File: config.mk
export PLATFORM = sky130hd
export DESIGN_NAME = bus_arbiter
export DESIGN_NICKNAME = d
export VERILOG_FILES = /design/src/rtl/bus_arbiter.sv
export SDC_FILE = /design/constraint.sdc
export NUM_CORES = 1
export LEC_CHECK = 0
export ABC_AREA = 1
export CORE_AREA = 5 5 86 128
export DETAILED_ROUTE_END_ITERATION = 8
export DIE_AREA = 0 0 91 133
export PLACE_DENSITY = 0.8
export SKIP_CTS_REPAIR_TIMING = 1
export SYNTH_ARGS = -nofsm -noshare
export SYNTH_HDL_FRONTEND = slang
export SYNTH_SLANG_ARGS = --single-unit
File: constraint.sdc
create_clock -name CLK -period 1.55 [get_ports CLK]
set_clock_uncertainty 0.1 [all_clocks]
set_input_delay 0.2325 -clock CLK [delete_from_list [all_inputs] [get_ports CLK]]
set_output_delay 0.2325 -clock CLK [all_outputs]
set_load 0.03 [all_outputs]
File: src/rtl/bus_arbiter.sv
// Two-master bus arbiter and wait-state sequencer placed in front of memoryMapper.
// Master 0 is the CPU core and master 1 is the DMA/debug-loader engine. The winning
// master's transfer is registered onto the shared bus and held for a region-dependent
// number of wait cycles. The read data is then captured, and the owner receives a
// one-cycle completion pulse.
module bus_arbiter #(
    parameter int ROM_WAIT      = 1,   // extra cycles, 0x0000-0x1FFF
    parameter int RAM_WAIT      = 0,   // extra cycles, 0x2000-0x5FFF
    parameter int IO_WAIT       = 2,   // extra cycles, 0xFFE0-0xFFF3
    parameter int BUS_WAIT      = 3,   // extra cycles, everything else
    parameter int DMA_MAX_BURST = 8    // DMA grants allowed while CPU waits
) (
    input  logic        CLK,
    input  logic        RESETN,
    // CPU (master 0)
    input  logic        CPU_REQ,
    input  logic [15:0] CPU_ADDR,
    input  logic        CPU_RDN,
    input  logic        CPU_WR0N,
    input  logic        CPU_WR1N,
    input  logic [15:0] CPU_DOUT,
    output logic        CPU_RDY,
    output logic [15:0] CPU_DIN,
    // DMA (master 1)
    input  logic        DMA_REQ,
    input  logic [15:0] DMA_ADDR,
    input  logic        DMA_RDN,
    input  logic        DMA_WR0N,
    input  logic        DMA_WR1N,
    input  logic [15:0] DMA_DOUT,
    output logic        DMA_ACK,
    output logic [15:0] DMA_DIN,
    // Shared bus towards the mapper
    output logic [15:0] ADDR,
    output logic        RDN,
    output logic        WR0N,
    output logic        WR1N,
    output logic [15:0] DOUT,
    input  logic [15:0] MAP_DIN,
    output logic        OWNER,
    output logic        BUSY
);

    localparam logic [3:0] ROM_W     = 4'(ROM_WAIT);
    localparam logic [3:0] RAM_W     = 4'(RAM_WAIT);
    localparam logic [3:0] IO_W      = 4'(IO_WAIT);
    localparam logic [3:0] BUS_W     = 4'(BUS_WAIT);
    localparam logic [3:0] BURST_MAX = 4'(DMA_MAX_BURST);

    typedef enum logic {
        S_IDLE   = 1'b0,
        S_ACCESS = 1'b1
    } state_t;

    state_t      state_q, state_d;
    logic [15:0] addr_q, addr_d;
    logic [15:0] dout_q, dout_d;
    logic        rdn_q, rdn_d;
    logic        wr0n_q, wr0n_d;
    logic        wr1n_q, wr1n_d;
    logic [3:0]  wait_q, wait_d;
    logic [3:0]  burst_q, burst_d;
    logic        owner_q, owner_d;
    logic        cpu_rdy_q, cpu_rdy_d;
    logic        dma_ack_q, dma_ack_d;
    logic [15:0] cpu_din_q, cpu_din_d;
    logic [15:0] dma_din_q, dma_din_d;

    logic        grant_dma;
    logic [15:0] win_addr;
    logic [15:0] win_dout;
    logic        win_rdn;
    logic        win_wr0n;
    logic        win_wr1n;

    // Wait-state count for the address region of a transfer.
    function automatic logic [3:0] region_wait(input logic [15:0] a);
        logic [3:0] w;
        if (a <= 16'h1FFF) begin
            w = ROM_W;
        end else if (a <= 16'h5FFF) begin
            w = RAM_W;
        end else if ((a >= 16'hFFE0) && (a <= 16'hFFF3)) begin
            w = IO_W;
        end else begin
            w = BUS_W;
        end
        return w;
    endfunction

    // Pick the winner and sanitise its strobes. A write strobe overrides a simultaneous read.
    always_comb begin
        grant_dma = DMA_REQ && (!CPU_REQ || (burst_q != BURST_MAX));
        if (grant_dma) begin
            win_addr = DMA_ADDR;
            win_dout = DMA_DOUT;
            win_wr0n = DMA_WR0N;
            win_wr1n = DMA_WR1N;
            win_rdn  = DMA_RDN | ~(DMA_WR0N & DMA_WR1N);
        end else begin
            win_addr = CPU_ADDR;
            win_dout = CPU_DOUT;
            win_wr0n = CPU_WR0N;
            win_wr1n = CPU_WR1N;
            win_rdn  = CPU_RDN | ~(CPU_WR0N & CPU_WR1N);
        end
    end

    // Next-state logic: grant in IDLE, count wait states and complete in ACCESS.
    always_comb begin
        state_d   = state_q;
        addr_d    = addr_q;
        dout_d    = dout_q;
        rdn_d     = rdn_q;
        wr0n_d    = wr0n_q;
        wr1n_d    = wr1n_q;
        wait_d    = wait_q;
        burst_d   = burst_q;
        owner_d   = owner_q;
        cpu_rdy_d = 1'b0;
        dma_ack_d = 1'b0;
        cpu_din_d = cpu_din_q;
        dma_din_d = dma_din_q;
        case (state_q)
            S_IDLE: begin
                if (CPU_REQ || DMA_REQ) begin
                    addr_d  = win_addr;
                    dout_d  = win_dout;
                    rdn_d   = win_rdn;
                    wr0n_d  = win_wr0n;
                    wr1n_d  = win_wr1n;
                    wait_d  = region_wait(win_addr);
                    owner_d = grant_dma;
                    state_d = S_ACCESS;
                    if (!grant_dma) begin
                        burst_d = 4'd0;
                    end else if (CPU_REQ && (burst_q != 4'hF)) begin
                        burst_d = burst_q + 4'd1;
                    end
                end
            end
            S_ACCESS: begin
                if (wait_q != 4'd0) begin
                    wait_d = wait_q - 4'd1;
                end else begin
                    if (!rdn_q) begin
                        if (owner_q) begin
                            dma_din_d = MAP_DIN;
                        end else begin
                            cpu_din_d = MAP_DIN;
                        end
                    end
                    cpu_rdy_d = !owner_q;
                    dma_ack_d = owner_q;
                    rdn_d     = 1'b1;
                    wr0n_d    = 1'b1;
                    wr1n_d    = 1'b1;
                    state_d   = S_IDLE;
                end
            end
            default: state_d = S_IDLE;
        endcase
    end

    // State and bus registers. Reset aborts any transfer in flight.
    always_ff @(posedge CLK or negedge RESETN) begin
        if (!RESETN) begin
            state_q   <= S_IDLE;
            addr_q    <= 16'h0000;
            dout_q    <= 16'h0000;
            rdn_q     <= 1'b1;
            wr0n_q    <= 1'b1;
            wr1n_q    <= 1'b1;
            wait_q    <= 4'd0;
            burst_q   <= 4'd0;
            owner_q   <= 1'b0;
            cpu_rdy_q <= 1'b0;
            dma_ack_q <= 1'b0;
            cpu_din_q <= 16'h0000;
            dma_din_q <= 16'h0000;
        end else begin
            state_q   <= state_d;
            addr_q    <= addr_d;
            dout_q    <= dout_d;
            rdn_q     <= rdn_d;
            wr0n_q    <= wr0n_d;
            wr1n_q    <= wr1n_d;
            wait_q    <= wait_d;
            burst_q   <= burst_d;
            owner_q   <= owner_d;
            cpu_rdy_q <= cpu_rdy_d;
            dma_ack_q <= dma_ack_d;
            cpu_din_q <= cpu_din_d;
            dma_din_q <= dma_din_d;
        end
    end

    assign ADDR    = addr_q;
    assign DOUT    = dout_q;
    assign RDN     = rdn_q;
    assign WR0N    = wr0n_q;
    assign WR1N    = wr1n_q;
    assign OWNER   = owner_q;
    assign BUSY    = (state_q == S_ACCESS);
    assign CPU_RDY = cpu_rdy_q;
    assign DMA_ACK = dma_ack_q;
    assign CPU_DIN = cpu_din_q;
    assign DMA_DIN = dma_din_q;

endmodule

* Word level (Yosys, flattened, before mapping)
Index checks and enable logic that the tools add are counted.
Storage, ports and cells: bits in registers 79, bits of input ports 90, output and inout bits 71, logic and storage cells 76
Cells by class: add/sub/neg operators 2, magnitude comparators 4, equality and inequality tests 6, mux-type cells 27, bitwise logic cells 10, reductions and logical operators 14
Operator list (number):
- 16-bit 2-to-1 mux | 2
- 16-bit >= comparator (second input constant) | 1
- 16-bit by 13-bit less-or-equal comparator with 1-bit output (second input constant) | 1
- 16-bit by 15-bit less-or-equal comparator with 1-bit output (second input constant) | 1
- 16-bit less-or-equal comparator (second input constant) | 1
- 4-bit 2-to-1 mux | 4
- 1-bit 2-to-1 mux | 14
- 4-bit inequality test (second input constant) | 2
- 1-bit one-hot mux with 2 select lines | 4
- 4-bit one-hot mux with 2 select lines | 1
- 4-bit AND reduction | 2
- 1-bit NOT | 6
- 2-bit AND reduction | 3
- 4-bit by 1-bit adder with 4-bit output (second input constant) | 1
- 2-bit 2-to-1 mux | 2
- 2-bit by 1-bit inequality test with 1-bit output (second input constant) | 2
- 2-bit inequality test (second input constant) | 2
- 4-bit nonzero test | 1
- 4-bit by 1-bit subtractor with 4-bit output (second input constant) | 1
- 1-bit logical AND | 3
- 3-bit AND reduction | 1
- 1-bit AND | 2
- 1-bit logical NOT | 2
- 1-bit logical OR | 2
- 1-bit bitwise OR | 2

* Longest topological paths before layout
depth in word-level cells 11, mapped depth 17, depth with buffers taken out 16

* Worst setup path after synthesis
Ideal clock, no wire load.
kind register to register, start point register burst_q[0], end point register wait_q[0], setup time 117 ps, data arrival time 1500 ps, data required time 1333 ps, slack -166 ps, cell stages (with the launch flop) 18, path buffers 1, clock period less this slack 1716 ps, path through dfrtp_1 > inv_1 > ha_1 > nand2_1 > inv_2 > nand2_4 > nand2_4 > buf_6 > nand2_2 > nand2_2 > nor2_1 > nand2_1 > nor2_1 > nand2_1 > nand2_1 > nand2_1 > nand2_1 > nand2_1
Between the ends: cells in the longest elaborated chain, start to end 11, elaborated cells between the ends (all ways) 14, those cells by class 4 x order compare; 1 x eq/ne; 6 x mux; 3 x reduce/logical
RTL lines:
- start: declaration | line 62 | logic [3:0] burst_q, burst_d;
- start signal: assignment | line 189 | burst_q <= burst_d;
- 4-bit inequality test * | line 93 | grant_dma = DMA_REQ && (!CPU_REQ || (burst_q != BURST_MAX));
- 1-bit logical OR * | line 93
- 1-bit logical AND * | line 93
- 16-bit 2-to-1 mux * | line 94 | if (grant_dma) begin
- 16-bit >= comparator / 16-bit less-or-equal comparator (equally long branches) | line 83 | end else if ((a >= 16'hFFE0) && (a <= 16'hFFF3)) begin
- 1-bit logical AND | line 83
- 1-bit 2-to-1 mux | line 83
- 2-bit 2-to-1 mux | line 81 | end else if (a <= 16'h5FFF) begin
- 2-bit 2-to-1 mux * | line 79 | if (a <= 16'h1FFF) begin
- 4-bit 2-to-1 mux * | line 126 | if (CPU_REQ || DMA_REQ) begin
- 4-bit one-hot mux with 2 select lines * | line 124 | case (state_q)
- end signal: assignment | line 188 | wait_q <= wait_d;
- end: declaration | line 61 | logic [3:0] wait_q, wait_d;
Every way passes the cells marked *; elsewhere a longest branch is shown, timed or not. The select of a mux whose other input is x is not followed. A chain may end at the register's enable or synchronous reset.

* Worst setup path after layout
Same ends and word-level chain as after synthesis.

==> impl_metrics.py <==
metrics = {
    "routing": {
        "vias_per_cell": 5.07,
        "drt-initial-drc-count": 151,
        "vias": 3820,
        "routed-wl-met2_um": 7070,
        "routedLengthMet1_um": 4660,
        "post_drt_wl_per_cell_um": 17.0,
        "wl_um": 12800,
        "dr.pass1.iters": 4,
        "top_layer_used": "met4",
        "ant_nets": 0,
        "dr_wl_met3_um": 740,
        "drc": 0,
    },
    "synth": {
        "synth_edf_count": 0,
        "ys_ff_latch": 79,
        "netlist_area_sq_um": 3630,
        "synth_cells": 429,
        "synth_flop_cell": "dfrtp_1",
        "async_reset_ff_share_pct": 100,
        "synth_area_per_cell_sq_um": 8.47,
        "seq_area_frac_synth_pct": 54.5,
        "yosysUniqueCellTypes": 28,
        "ys_warn_count": 0,
        "syn-num-nets": 523,
    },
    "critical_path": {
        "rrSetupSlack_ns": -0.50,
        "crit_chain": "inv_2 -> ha_4 -> nand2_2 -> inv_2 -> nand2_4 -> clkbuf_16 -> nand3_1 -> nand2_1 -> nand3_1 -> nor2_1 -> nand2_1 -> nand2_1 -> nand2_1 -> nand2_1 -> nand2_1",
        "crit_path_end_kind": "flip-flop",
        "path_max_fanout": 6,
        "crit_arrival_ns": 2.17,
        "worst-path-buf-inv": 3,
        "crit_path_frequent_cell": "nand2_1",
        "max_stage_delay_ns": 0.37,
        "crit_required_ns": 1.67,
        "cp_slowest_cell": "dfrtp_1",
        "setup.worst_path.class": "flip-flop to flip-flop",
        "start_kind": "flip-flop",
        "crit_family": "simple AND/OR/NAND/NOR gates",
    },
    "run_status": {
        "status": "finished, violations left",
        "violations": "negative setup slack",
    },
    "power_and_ir_drop": {
        "p_leak_nw": 3.50,
        "p_total_mw": 12.0,
        "power.density_nw_per_um2": 1780,
        "vdd_drop_max_v": 0.00104,
    },
    "cts": {
        "clockRootBuffer": "clkbuf_16",
        "cts-htree-levels": 3,
        "cts_inserted_buffers": 9,
        "cts_buffer_depth": 2,
        "clk_transition_reported_paths_ns": 0.06,
        "cts_tree": "yes",
        "cts.sinks": 79,
        "insertion_delay_ns": 0.34,
    },
    "worst_hold_path": {
        "hold_class": "input port to async pin",
    },
    "floorplan": {
        "fp.dieArea_sq_um": 12100,
        "start_util_pct": 36.9,
        "die_y_um": 133,
        "rows": 45,
        "die_w_um": 91,
        "core_area_sq_um": 9850,
        "ios": 161,
    },
    "place": {
        "hpwl_um": 8350,
        "post-place-cells": 724,
        "place_congestion": 0.860,
        "io_buffers": 160,
    },
    "finish": {
        "final.fill_count": 684,
        "final_cells": 753,
        "drive_gt1_share_pct": 28.0,
        "nets": 725,
        "num_antenna_cells": 0,
        "area.growth.synth_to_final_pct": 86.3,
    },
    "global_routing": {
        "grt_max_degree": 36,
        "grt-ovfl-total": 0,
        "grt_pass1_vias": 3677,
        "antenna_found_initial": 0,
        "grt.total_usage_pct": 17.5,
        "grt_first_pass_wirelength_um": 17200,
    },
    "sta": {
        "period_share_pct": 132,
        "min_period_ns": 2.05,
        "setup_viol": 56,
        "hold_violations": 0,
        "hold_ws_ns": 0.245,
        "clock.fmax_mhz": 488,
        "slew_headroom_pct": 75.4,
        "worst_pin_slew_ns": 0.369,
        "drv_slew": 0,
        "setup_slack_ns": -0.498,
        "rsz0062_at_grt": "true",
    },
    "run": {
        "cap_violations": 0,
    },
}
==> synth_stat cells, types with 3 or more instances <==
cell      count  area (sq um)
inv_1        48           180
a21oi_1       7          35.0
nand3b_1      5          37.5
buf_6         3          33.8
buf_2         7          35.0
xor2_1        3          26.3
a31oi_1       7          43.8
clkbuf_1     11          41.3
ha_1          4          50.1
nor2_1       33           124
o22ai_1       3          18.8
nand2_2       5          31.3
dfrtp_1      76          1900
nand3b_2      4          45.0
nand2_1     105           394
o21ai_0      75           375
dfstp_2       3          78.8
o21ai_1       5          25.0
inv_2         4          15.0
nand3_1      10          50.1
==> through the flow <==
step	TNS, ns	utilization (%)	setup slack (ns)	instance area (sq um)
after floorplan	-0.214	-	-0.136	3640
after global placement	-12.46	57.1	-0.425	5630
after detailed placement	-16.65	57.1	-0.494	5630
after CTS	-19.21	60.3	-0.356	5940
after global routing	-8.90	68.7	-0.598	6770
final	-3.54	68.7	-0.498	6770
==> final cells by class <==
cell class	count	area, sq um	area share (%)
clock buffer	12	256	3.79
clock inverter	4	53.8	0.795
inverter	52	198	2.92
multi-input combinational	277	1770	26.2
sequential	79	1980	29.3
tap	117	146	2.16
timing repair buffer	212	2360	34.8
==> state kept, by name, summed over array words and instances, names as in the netlist <==
signal / cells
DMA_ACK: 1
OWNER: 1
RDN: 1
DOUT: 16
BUSY: 1
ADDR: 16
WR1N: 1
WR0N: 1
wait_q: 4
CPU_DIN: 16
DMA_DIN: 16
CPU_RDY: 1
burst_q: 4
==> layer usage <==
metal	up-vias	global-route usage, %
li1	1785	-
met1	1852	19.7
met2	156	29.8
met3	27	5.29
met4	0	8.16
met5	-	0
==> final timing paths <==
path / end / cells after the start / startpoint
hold reg to reg: DOUT[3] / 2 / DOUT[3]
hold / removal: DOUT[9] / 2 / RESETN
setup reg to reg: wait_q[0] / 15 / burst_q[0]
min in group CLK: DOUT[15] / 3 / DMA_DOUT[15]
max in group asynchronous: ADDR[7] / 3 / RESETN
setup / recovery: wait_q[0] / 15 / burst_q[0]
==> cells by family (layout without fill, tap and decap cells) <==
family,after synthesis,in the layout,share of synthesized area [%]
and+or+nand+nor,169,169,20.3
AOI/OAI and AO/OA,100,100,14.4
DFF,79,79,54.5
buffers and inverters,73,280,8.40
adders and majority gates,4,4,1.38
xor gates and xnor gates,4,4,0.965
==> cell usage in the layout (no fill, tap or decap), types with 2 or more instances in the layout <==
master,n
dfrtp_1,75
nor2_4,3
nor2_1,23
ha_4,3
nand2_2,15
clkbuf_16,14
dfstp_2,3
dlymetal6s2s_1,68
nor2_2,10
buf_6,2
nand2_1,69
o21ai_0,19
a31oi_1,6
buf_8,3
nand2_4,27
clkinvlp_4,2
o21ai_2,23
xor2_1,3
a21oi_1,6
nand3b_2,4
buf_12,7
nand3_1,7
nand3_2,3
clkdlybuf4s50_1,87
inv_1,42
o22ai_1,3
inv_2,9
clkbuf_8,2
o21ai_1,38
nand3b_1,5
buf_4,39
==> power by group <==
| part | leakage [nW] | switching, mW | total (mW) | internal [mW] |
|---|---|---|---|---|
| clock | 0.145 | 0.829 | 2.17 | 1.34 |
| combinational | 2.48 | 3.55 | 6.27 | 2.72 |
| sequential | 0.875 | 0.638 | 3.60 | 2.96 |
| total | 3.50 | 5.02 | 12.0 | 7.02 |
Power figures use the tool's default switching activity.
